[config.mk]
export PLATFORM = sky130hd
export DESIGN_NAME = mdr_read_ctrl
export DESIGN_NICKNAME = d
export VERILOG_FILES = /design/src/rtl/mdr_read_ctrl.sv
export SDC_FILE = /design/constraint.sdc
export NUM_CORES = 1
export LEC_CHECK = 0
export CORE_ASPECT_RATIO = 0.6
export CORE_MARGIN = 2
export CORE_UTILIZATION = 35
export CTS_BUF_LIST = sky130_fd_sc_hd__clkbuf_8
export DETAILED_ROUTE_END_ITERATION = 16
export GPL_TIMING_DRIVEN = 0
export PLACE_DENSITY = 0.73
export SETUP_SLACK_MARGIN = 0.15
export SLEW_MARGIN = 15
export SYNTH_ARGS = -nofsm -noshare
export SYNTH_HDL_FRONTEND = slang
export SYNTH_SLANG_ARGS = --single-unit
export TNS_END_PERCENT = 10
[constraint.sdc]
create_clock -name clk -period 3.3 [get_ports clk]
set_input_delay 0.66 -clock clk [delete_from_list [all_inputs] [get_ports clk]]
set_output_delay 0.66 -clock clk [all_outputs]
set_load 0.05 [all_outputs]
[src/rtl/mdr_read_ctrl.sv]
// mdr_read_ctrl: read-side controller for the 32-bit memory data register (q).
// Accepts a read request from the control unit and fetches one word from RAM
// over a req/ack handshake. Then it latches the word into q and pulses done.
// Optional build macro: TIMEOUT_EN. When it is defined, a read that waits TIMEOUT
// REQ edges without an ack is abandoned, and done and err pulse together.
//
// Memory handshake: mem_rd is a level request. It rises on the edge that accepts
// rd_start. It stays high, with mem_addr stable, until the first rising edge that
// sees mem_ack=1, or until a timeout. mem_ack is only honoured while mem_rd=1,
// and mem_data is captured on that same edge.
// The FSM state is held in the internal signal "state" so checkers can bind to it.
module mdr_read_ctrl #(
  parameter int AW      = 9,
  parameter int DW      = 32,
  parameter int TIMEOUT = 15
) (
  input  logic          clk,
  input  logic          clr,
  input  logic          rd_start,
  input  logic [AW-1:0] addr,
  output logic [AW-1:0] mem_addr,
  output logic          mem_rd,
  input  logic          mem_ack,
  input  logic [DW-1:0] mem_data,
  output logic [DW-1:0] q,
  output logic          busy,
  output logic          done,
  output logic          err
);

  typedef enum logic [1:0] {
    S_IDLE = 2'd0,
    S_REQ  = 2'd1,
    S_DONE = 2'd2
  } state_t;

  state_t        state;
  state_t        state_nxt;
  logic [DW-1:0] q_nxt;
  logic [AW-1:0] mem_addr_nxt;
  logic          mem_rd_nxt;
  logic          busy_nxt;
  logic          done_nxt;
  logic          err_nxt;

`ifdef TIMEOUT_EN
  localparam int             CW       = (TIMEOUT > 1) ? $clog2(TIMEOUT + 1) : 1;
  localparam logic [CW-1:0]  CNT_LAST = CW'(TIMEOUT - 1);
  logic [CW-1:0] cnt;
  logic [CW-1:0] cnt_nxt;
`endif

  // Register all outputs and the state; clr dominates every other input
  always_ff @(posedge clk) begin
    if (clr) begin
      state    <= S_IDLE;
      q        <= '0;
      mem_addr <= '0;
      mem_rd   <= 1'b0;
      busy     <= 1'b0;
      done     <= 1'b0;
      err      <= 1'b0;
`ifdef TIMEOUT_EN
      cnt      <= '0;
`endif
    end else begin
      state    <= state_nxt;
      q        <= q_nxt;
      mem_addr <= mem_addr_nxt;
      mem_rd   <= mem_rd_nxt;
      busy     <= busy_nxt;
      done     <= done_nxt;
      err      <= err_nxt;
`ifdef TIMEOUT_EN
      cnt      <= cnt_nxt;
`endif
    end
  end

  // Next-state and next-output decode; done/err are single-cycle pulses by default
  always_comb begin
    state_nxt    = state;
    q_nxt        = q;
    mem_addr_nxt = mem_addr;
    mem_rd_nxt   = mem_rd;
    busy_nxt     = busy;
    done_nxt     = 1'b0;
    err_nxt      = 1'b0;
`ifdef TIMEOUT_EN
    cnt_nxt      = cnt;
`endif
    case (state)
      S_IDLE: begin
        // mem_ack is ignored here; only a new request moves us on
        if (rd_start) begin
          mem_addr_nxt = addr;
          mem_rd_nxt   = 1'b1;
          busy_nxt     = 1'b1;
          state_nxt    = S_REQ;
`ifdef TIMEOUT_EN
          cnt_nxt      = '0;
`endif
        end
      end
      S_REQ: begin
        // An ack on the same edge as the timeout still counts as a normal read
        if (mem_ack) begin
          q_nxt      = mem_data;
          mem_rd_nxt = 1'b0;
          done_nxt   = 1'b1;
          state_nxt  = S_DONE;
        end
`ifdef TIMEOUT_EN
        else if (cnt == CNT_LAST) begin
          mem_rd_nxt = 1'b0;
          done_nxt   = 1'b1;
          err_nxt    = 1'b1;
          state_nxt  = S_DONE;
        end else begin
          cnt_nxt = cnt + 1'b1;
        end
`endif
      end
      S_DONE: begin
        // One recovery cycle; a rd_start seen here waits for IDLE
        busy_nxt  = 1'b0;
        state_nxt = S_IDLE;
      end
      default: begin
        state_nxt = S_IDLE;
      end
    endcase
  end

endmodule

==> impl_summary.txt, run 1 <==
----------------------------------------------------
[Run status]
  Status ... finished, final reports clean

[Hold path]
  Worst Hold Path Cells ... 2
  Worst hold path type ... flip-flop to flip-flop

[Worst setup path]
  Critical setup path kind ... flip-flop to primary output
  Worst Setup Start Kind ... flip-flop
  Biggest fanout along the worst timing path ... 2
  WP data arrival ... 1.46 ns
  Crit. path cell count ... 1
  Number of cells on the worst reg-to-reg path ... 4
  Critical Path Slowest Stage Cell ... sky130_fd_sc_hd__clkdlybuf4s50_1
  Cell type group with the largest total delay on the critical path ... buffers and inverters
  Type of destination of the critical path ... primary output
  CP Buf/Inv Count ... 1
  CP cell instances ... clkdlybuf4s50_1
  Largest stage delay on the critical path ... 0.81 ns
  Data required, critical path ... 2.64 ns

[Synthesis]
  Synth Cell Area ... 1670 sq um
  Synthesized-area fraction occupied by adder cells ... 0
  Number of storage elements in the synthesis netlist ... 46
  Number of synthesized flops with an enable pin ... 0
  Cell types with the largest area share after synthesis ... sky130_fd_sc_hd__dfxtp_1 (55%), sky130_fd_sc_hd__nand2_1 (18%), sky130_fd_sc_hd__a21oi_1 (13%), sky130_fd_sc_hd__buf_6 (4.1%), sky130_fd_sc_hd__buf_4 (1.8%)
  Share of the synthesized area in the top cell type ... 0.553
  Net count after synthesis ... 246
  Async set or reset register ratio after synthesis ... 0
  Area leader, netlist ... sky130_fd_sc_hd__dfxtp_1
  Cells after synthesis ... 201
  Compound-gate portion of the synthesized area ... 0.145
  Count of cell types in the netlist ... 19
  Xor/xnor share of the synthesized area ... 0
  Post-synthesis mux area share ... 0
  Post-synthesis average cell area ... 8.29 sq um
  Area share of and/or/nand/nor cells after synthesis ... 0.225
  Cell types with the highest counts after synthesis ... sky130_fd_sc_hd__nand2_1 (82), sky130_fd_sc_hd__dfxtp_1 (46), sky130_fd_sc_hd__a21oi_1 (43)
  Sequential fraction of the synthesis area ... 0.553
  Largest family of logic cells by synthesized area ... simple AND/OR/NAND/NOR gates
  Ys flop type ... sky130_fd_sc_hd__dfxtp_1
  Count leader, synth ... sky130_fd_sc_hd__nand2_1
  Total number of yosys warnings ... 0

[Final layout]
  Share of post-route cells with drive strength above 1 ... 0.0642
  Number of fill cells in the layout ... 420
  Area growth from synthesis to layout ... 63.4%
  Diodes inserted ... 0
  Final core occ ... 0.593
  Number of nets in the finished design ... 340

[Power and ir drop]
  Clock power share ... 0.313
  Net load switching power ... 350 uW
  Sw Ratio ... 0.275
  Proportion of power drawn by combinational gates ... 0.219
  Power Dens Cells ... 467 nW/um^2
  Cell leakage power ... 0.00100 uW
  Post-layout power ... 1270 uW
  Int Power ... 921 uW
  Worst supply voltage drop on vdd ... 0.388 mV
  Part of the total power dissipated in sequential elements ... 0.468

[Floorplanning]
  Die Footprint ... 5350 sq um
  Num rows ... 19
  Effective utilization at floorplan ... 0.363
  Width of the die ... 93.1 microns
  Height of the chip ... 57.5 microns
  # IOs ... 90
  Core area ... 4590 sq um

[Route]
  Via Count ... 1558
  Pre-antenna DRT Iters ... 4
  Initial drt markers ... 36
  Count of antenna-violating nets left after detailed routing ... 0
  Total wire length after detailed routing ... 4150 microns
  WL per Instance ... 11.6 microns
  Via/cell ratio ... 4.34
  Residual DRC ... 0

[Placement]
  HPWL after detailed placement ... 3090 microns
  Final RePlAce weighted congestion ... 0.688
  PortBufs ... 87

[Timing]
  Highest attainable clock frequency ... 472 MHz
  Hold Vio Cnt, Final ... 0
  Portion of the clock cycle consumed by the worst path in the final layout ... 0.641
  Worst slew margin relative to its limit ... 0.614
  Setup Skew ... 0.00815 ns
  Fin Hold WS ... 0.454 ns
  Max Slew Vio Count ... 0
  Final sum of negative setup slack ... 0 ns
  Time the final worst path needs with I/O delays and setup ... 2.12 ns
  Slew @ Worst Pin ... 0.577 ns
  Final setup fails ... 0
  RSZ-0062 raised after global routing ... false

[Clock network]
  Post-cts gate resize count ... 0
  Clk Tree Root Cell ... sky130_fd_sc_hd__clkbuf_8
  Number of buffers inserted during clock tree synthesis ... 5
  Maximum buffer depth of the clock tree ... 2
  Worst-Skew Late Latency ... 0.29 ns
  # Post-CTS Setup Buffers ... 0
  Clock tree from TritonCTS ... built
  Clock net sink count ... 46
  Number of H-tree levels ... 2
  CTS Hold Buffers Added ... 0
  Clk pin slew, worst setup/hold paths ... 0.08 ns

[Global route]
  Total global routing track utilization ... 0.164
  Number of global-route vias before repair ... 1502
  Aggregate global routing overflow ... 0
  Antenna violations before repair ... 0
  Largest net degree at the start of global routing ... 14
  Wire length of the first global-routing pass ... 6870 microns

[Job]
  Number of maximum-capacitance violations ... 0

----------------------------------------------------
## power groups by stage
stage / registers, uW / logic (uW) / clock network (uW)
after floorplan: 697 / 72.4 / 0
after global placement: 608 / 278 / 0
after detailed placement: 608 / 280 / 0
after CTS: 595 / 281 / 414
after global routing: 599 / 298 / 438
final: 595 / 279 / 397
## placed cells by master, fill, tap and decap left out
master                             n
sky130_fd_sc_hd__clkdlybuf4s50_1  87
sky130_fd_sc_hd__nand2_1          82
sky130_fd_sc_hd__dfxtp_1          46
sky130_fd_sc_hd__a21oi_1          43
sky130_fd_sc_hd__buf_6             6
sky130_fd_sc_hd__clkbuf_8          5
sky130_fd_sc_hd__buf_4             4
sky130_fd_sc_hd__inv_1             4
sky130_fd_sc_hd__clkbuf_1          3
sky130_fd_sc_hd__nor2_1            3
sky130_fd_sc_hd__o21ai_0           2
sky130_fd_sc_hd__and3b_1           1
sky130_fd_sc_hd__nand3b_4          1
sky130_fd_sc_hd__buf_2             1
sky130_fd_sc_hd__a2111oi_0         1
sky130_fd_sc_hd__nor3b_2           1
sky130_fd_sc_hd__or3b_1            1
sky130_fd_sc_hd__buf_1             1
sky130_fd_sc_hd__nor2b_1           1
sky130_fd_sc_hd__a211oi_1          1
sky130_fd_sc_hd__conb_1            1
sky130_fd_sc_hd__bufinv_16         1
## through the flow
stage / instances / setup slack, ns / instance area, sq um
final: 359 / 1.18 / 2720
after global routing: 359 / 1.12 / 2720
after CTS: 359 / 1.15 / 2720
after detailed placement: 351 / 1.25 / 2620
after global placement: 351 / 1.24 / 2620
after floorplan: 201 / 1.92 / 1670
## sequential cells by signal, summed over array words and instances (netlist names)
name,flops
q,32
state,2
mem_rd,1
busy,1
done,1
mem_addr,9
## layout make-up
class                      instances  area, sq um  area share
multi-input combinational        138          621       0.228
clock inverter                     3         37.5      0.0138
buffer                            15          118      0.0432
clock buffer                       5         68.8      0.0253
tap                               63         78.8      0.0290
inverter                           2         7.51     0.00276
sequential                        46          921       0.338
timing repair buffer              87          871       0.320
## worst paths after layout
check	start	end	slack, ns
worst max-delay path	q[10]	q[10]	1.18
worst min register to register	mem_addr[5]	mem_addr[5]	0.45
worst max register to register	state[0]	mem_addr[2]	2.05
worst min-delay path	mem_addr[5]	mem_addr[5]	0.45
## cell families (layout without fill, tap and decap cells)
| group | count (synthesis) | after routing |
|---|---|---|
| buffers and inverters | 17 | 112 |
| flip-flops | 46 | 46 |
| other | 1 | 1 |
| AND/OR/NAND/NOR | 90 | 90 |
| AO/OA/AOI/OAI | 47 | 47 |
## per-layer routing
metal | GRT usage | up-vias | share of wire
met3 | 0.0621 | 3 | 0.088
met1 | 0.222 | 676 | 0.49
li1 | - | 830 | -
met2 | 0.247 | 49 | 0.42
met5 | 0 | - | 0
met4 | 0.0441 | 0 | 0.0053
Note: power is estimated with default switching activity, not from simulation.
==> inputs of run 2 (changes only) <==
- clock period: 3.3 -> 2.06 ns (I/O delays scaled with it)
==> run 2 against run 1 <==
  * First-iteration DRC count did not move
  * Non-clock buffer count did not move
  * Setup slack got worse by 0.99 ns
  * Clock skew barely moved
  * Combinational power rose by 60%
  * Sequential share of layout area barely moved
  * Worst hold slack got worse by 0.038 ns
  * Via count did not move
  * Flip-flop and latch count did not move
  * Critical path type unchanged
  * Largest power group unchanged
==> impl_summary.txt, run 2 (synthesized netlist as in run 1, its figures left out) <==
----------------------------------------------------
[Worst setup path]
  Critical Path Slowest Stage Cell ... sky130_fd_sc_hd__clkdlybuf4s50_1
  CP Buf/Inv Count ... 1 (unchanged)
  Crit. path cell count ... 1 (unchanged)
  Biggest fanout along the worst timing path ... 2 (unchanged)
  Data required, critical path ... 1.65 ns (-0.99 ns)
  Number of cells on the worst reg-to-reg path ... 4 (unchanged)
  R2R Path End ... mem_addr[2]
  Worst Setup Start Kind ... flip-flop
  Cell type group with the largest total delay on the critical path ... buffers and inverters
  FF-to-FF setup slack ... 0.81 ns (-1.24 ns)
  Largest stage delay on the critical path ... 0.81 ns (about the same)
  Type of destination of the critical path ... primary output
  RR Startpoint ... state[0]
  CP cell instances ... clkdlybuf4s50_1
  WP data arrival ... 1.46 ns (about the same)
  Critical setup path kind ... flip-flop to primary output

[Hold path]
  Worst hold path type ... primary input to flip-flop
  Worst Hold Path Cells ... 2 (unchanged)
  HP Start ... clr
  End point of the most critical hold path ... q[24]

[Route]
  Via Count ... 1558 (unchanged)
  Total wire length after detailed routing ... 4140 microns (-0.12%)
  Via/cell ratio ... 4.34 (unchanged)
  Count of antenna-violating nets left after detailed routing ... 0 (unchanged)
  WL per Instance ... 11.5 microns (-0.12%)
  Pre-antenna DRT Iters ... 4 (unchanged)
  Residual DRC ... 0 (unchanged)
  Initial drt markers ... 36 (unchanged)

[Final layout]
  Registers with the most flip-flops ... q (32), mem_addr (9), state (2)
  Number of flip-flops in the largest register ... 32 (unchanged)
  Commonest cells after routing, fill and taps aside ... sky130_fd_sc_hd__clkdlybuf4s50_1 (86), sky130_fd_sc_hd__nand2_1 (82), sky130_fd_sc_hd__dfxtp_1 (46)
  Area growth from synthesis to layout ... 63.5% (about the same)
  Most frequent standard cell in the layout excluding fill and tap cells ... sky130_fd_sc_hd__clkdlybuf4s50_1
  Diodes inserted ... 0 (unchanged)
  Number of nets in the finished design ... 340 (unchanged)
  Register with the most flip-flops ... q
  Share of post-route cells with drive strength above 1 ... 0.0642 (unchanged)
  Number of fill cells in the layout ... 419 (-0.24%)

[Power and ir drop]
  Post-layout power ... 2040 uW (+60%)
  Worst supply voltage drop on vdd ... 0.622 mV (+60%)
  Power Dens Cells ... 747 nW/um^2 (+60%)
  Cell leakage power ... 0.00102 uW (+1.8%)

[Placement]
  Final RePlAce weighted congestion ... 0.688 (unchanged)
  PortBufs ... 87 (unchanged)
  HPWL after detailed placement ... 3090 microns (unchanged)

[Global route]
  Antenna violations before repair ... 0 (unchanged)
  Number of global-route vias before repair ... 1502 (unchanged)
  Wire length of the first global-routing pass ... 6870 microns (unchanged)
  Total global routing track utilization ... 0.164 (unchanged)
  Largest net degree at the start of global routing ... 14 (unchanged)
  Aggregate global routing overflow ... 0 (unchanged)

[Clock network]
  Number of H-tree levels ... 2 (unchanged)
  Clock tree from TritonCTS ... built
  Clock net sink count ... 46 (unchanged)
  Number of buffers inserted during clock tree synthesis ... 5 (unchanged)
  Clk pin slew, worst setup/hold paths ... 0.08 ns (about the same)
  # Post-CTS Setup Buffers ... 0 (unchanged)
  Maximum buffer depth of the clock tree ... 2 (unchanged)
  Clk Tree Root Cell ... sky130_fd_sc_hd__clkbuf_8
  Worst-Skew Late Latency ... 0.29 ns (about the same)

[Run status]
  Status ... finished, final reports clean

[Timing]
  Hold Vio Cnt, Final ... 0 (unchanged)
  RSZ-0062 raised after global routing ... true
  Max Slew Vio Count ... 0 (unchanged)
  Slew @ Worst Pin ... 0.578 ns (+0.000517 ns)
  Final sum of negative setup slack ... 0 ns (unchanged)
  Worst slew margin relative to its limit ... 0.613 (about the same)
  Highest attainable clock frequency ... 535 MHz
  Portion of the clock cycle consumed by the worst path in the final layout ... 0.907
  Final setup fails ... 0 (unchanged)
  Setup Skew ... 0.00815 ns (+0.000000160 ns)
  Time the final worst path needs with I/O delays and setup ... 1.87 ns

[Floorplanning]
  # IOs ... 90 (unchanged)
  Die Footprint ... 5350 sq um (unchanged)
  Width of the die ... 93.1 microns (unchanged)
  Core area ... 4590 sq um (unchanged)
  Effective utilization at floorplan ... 0.363 (unchanged)
  Num rows ... 19 (unchanged)
  Height of the chip ... 57.5 microns (unchanged)

[Job]
  Number of maximum-capacitance violations ... 0 (unchanged)

----------------------------------------------------
==> run 2: cell count changes in the layout (fill, tap and decap cells not counted), sizes merged <==
cell,delta
dlymetal6s2s,+1
clkdlybuf4s50,-1
==> run 2: layer usage <==
metal,part of all wire,wire length [microns],track usage
met3,0.088,363,0.0621
met2,0.42,1730,0.247
met4,0.0053,22,0.0441
met1,0.49,2030,0.222
met5,0,0,0
==> run 2: repair_timing <==
action	in CTS	in global routing
gates resized for setup	0	1
hold buffers	0	0
endpoints found under the setup margin	0	6
==> run 2: metrics by stage <==
step / worst slack [ns] / instance area, sq um / util / cells / hold WS, ns
3_3_place_gp: 0.253 / 2620 / 0.570 / 351 / 0.441
2_1_floorplan: 0.915 / 1670 / - / 201 / 0.524
3_5_place_dp: 0.262 / 2620 / 0.570 / 351 / 0.446
6_report: 0.192 / 2730 / 0.594 / 359 / 0.416
4_1_cts: 0.161 / 2720 / 0.593 / 359 / 0.404
5_1_grt: 0.132 / 2730 / 0.594 / 359 / 0.421
==> run 2: how the worst max path moves through the flow <==
stage	startpoint	end	slack (ns)
2_1_floorplan	state[0]	mem_addr[0]	0.91
3_3_place_gp	rd_start	mem_addr[1]	0.25
3_5_place_dp	rd_start	mem_addr[2]	0.26
4_1_cts	q[10]	q[10]	0.16
5_1_grt	q[25]	q[25]	0.13
6_report	q[10]	q[10]	0.19
==> run 2: cell type report <==
cell class | instances | area, sq um | share of cell area
Inverter | 2 | 7.51 | 0.00275
Clock buffer | 5 | 68.8 | 0.0253
Timing Repair Buffer | 87 | 873 | 0.320
Clock inverter | 3 | 37.5 | 0.0138
Sequential cell | 46 | 921 | 0.338
Multi-Input combinational cell | 138 | 621 | 0.228
Tap cell | 63 | 78.8 | 0.0289
Buffer | 15 | 118 | 0.0432
==> run 2: report_power, final <==
| group | leakage [uW] | switching (uW) | internal (uW) |
|---|---|---|---|
| combinational | 0.000585 | 256 | 190 |
| clock | 0.0000607 | 283 | 353 |
| sequential | 0.000375 | 20.9 | 932 |
| total | 0.00102 | 559 | 1480 |
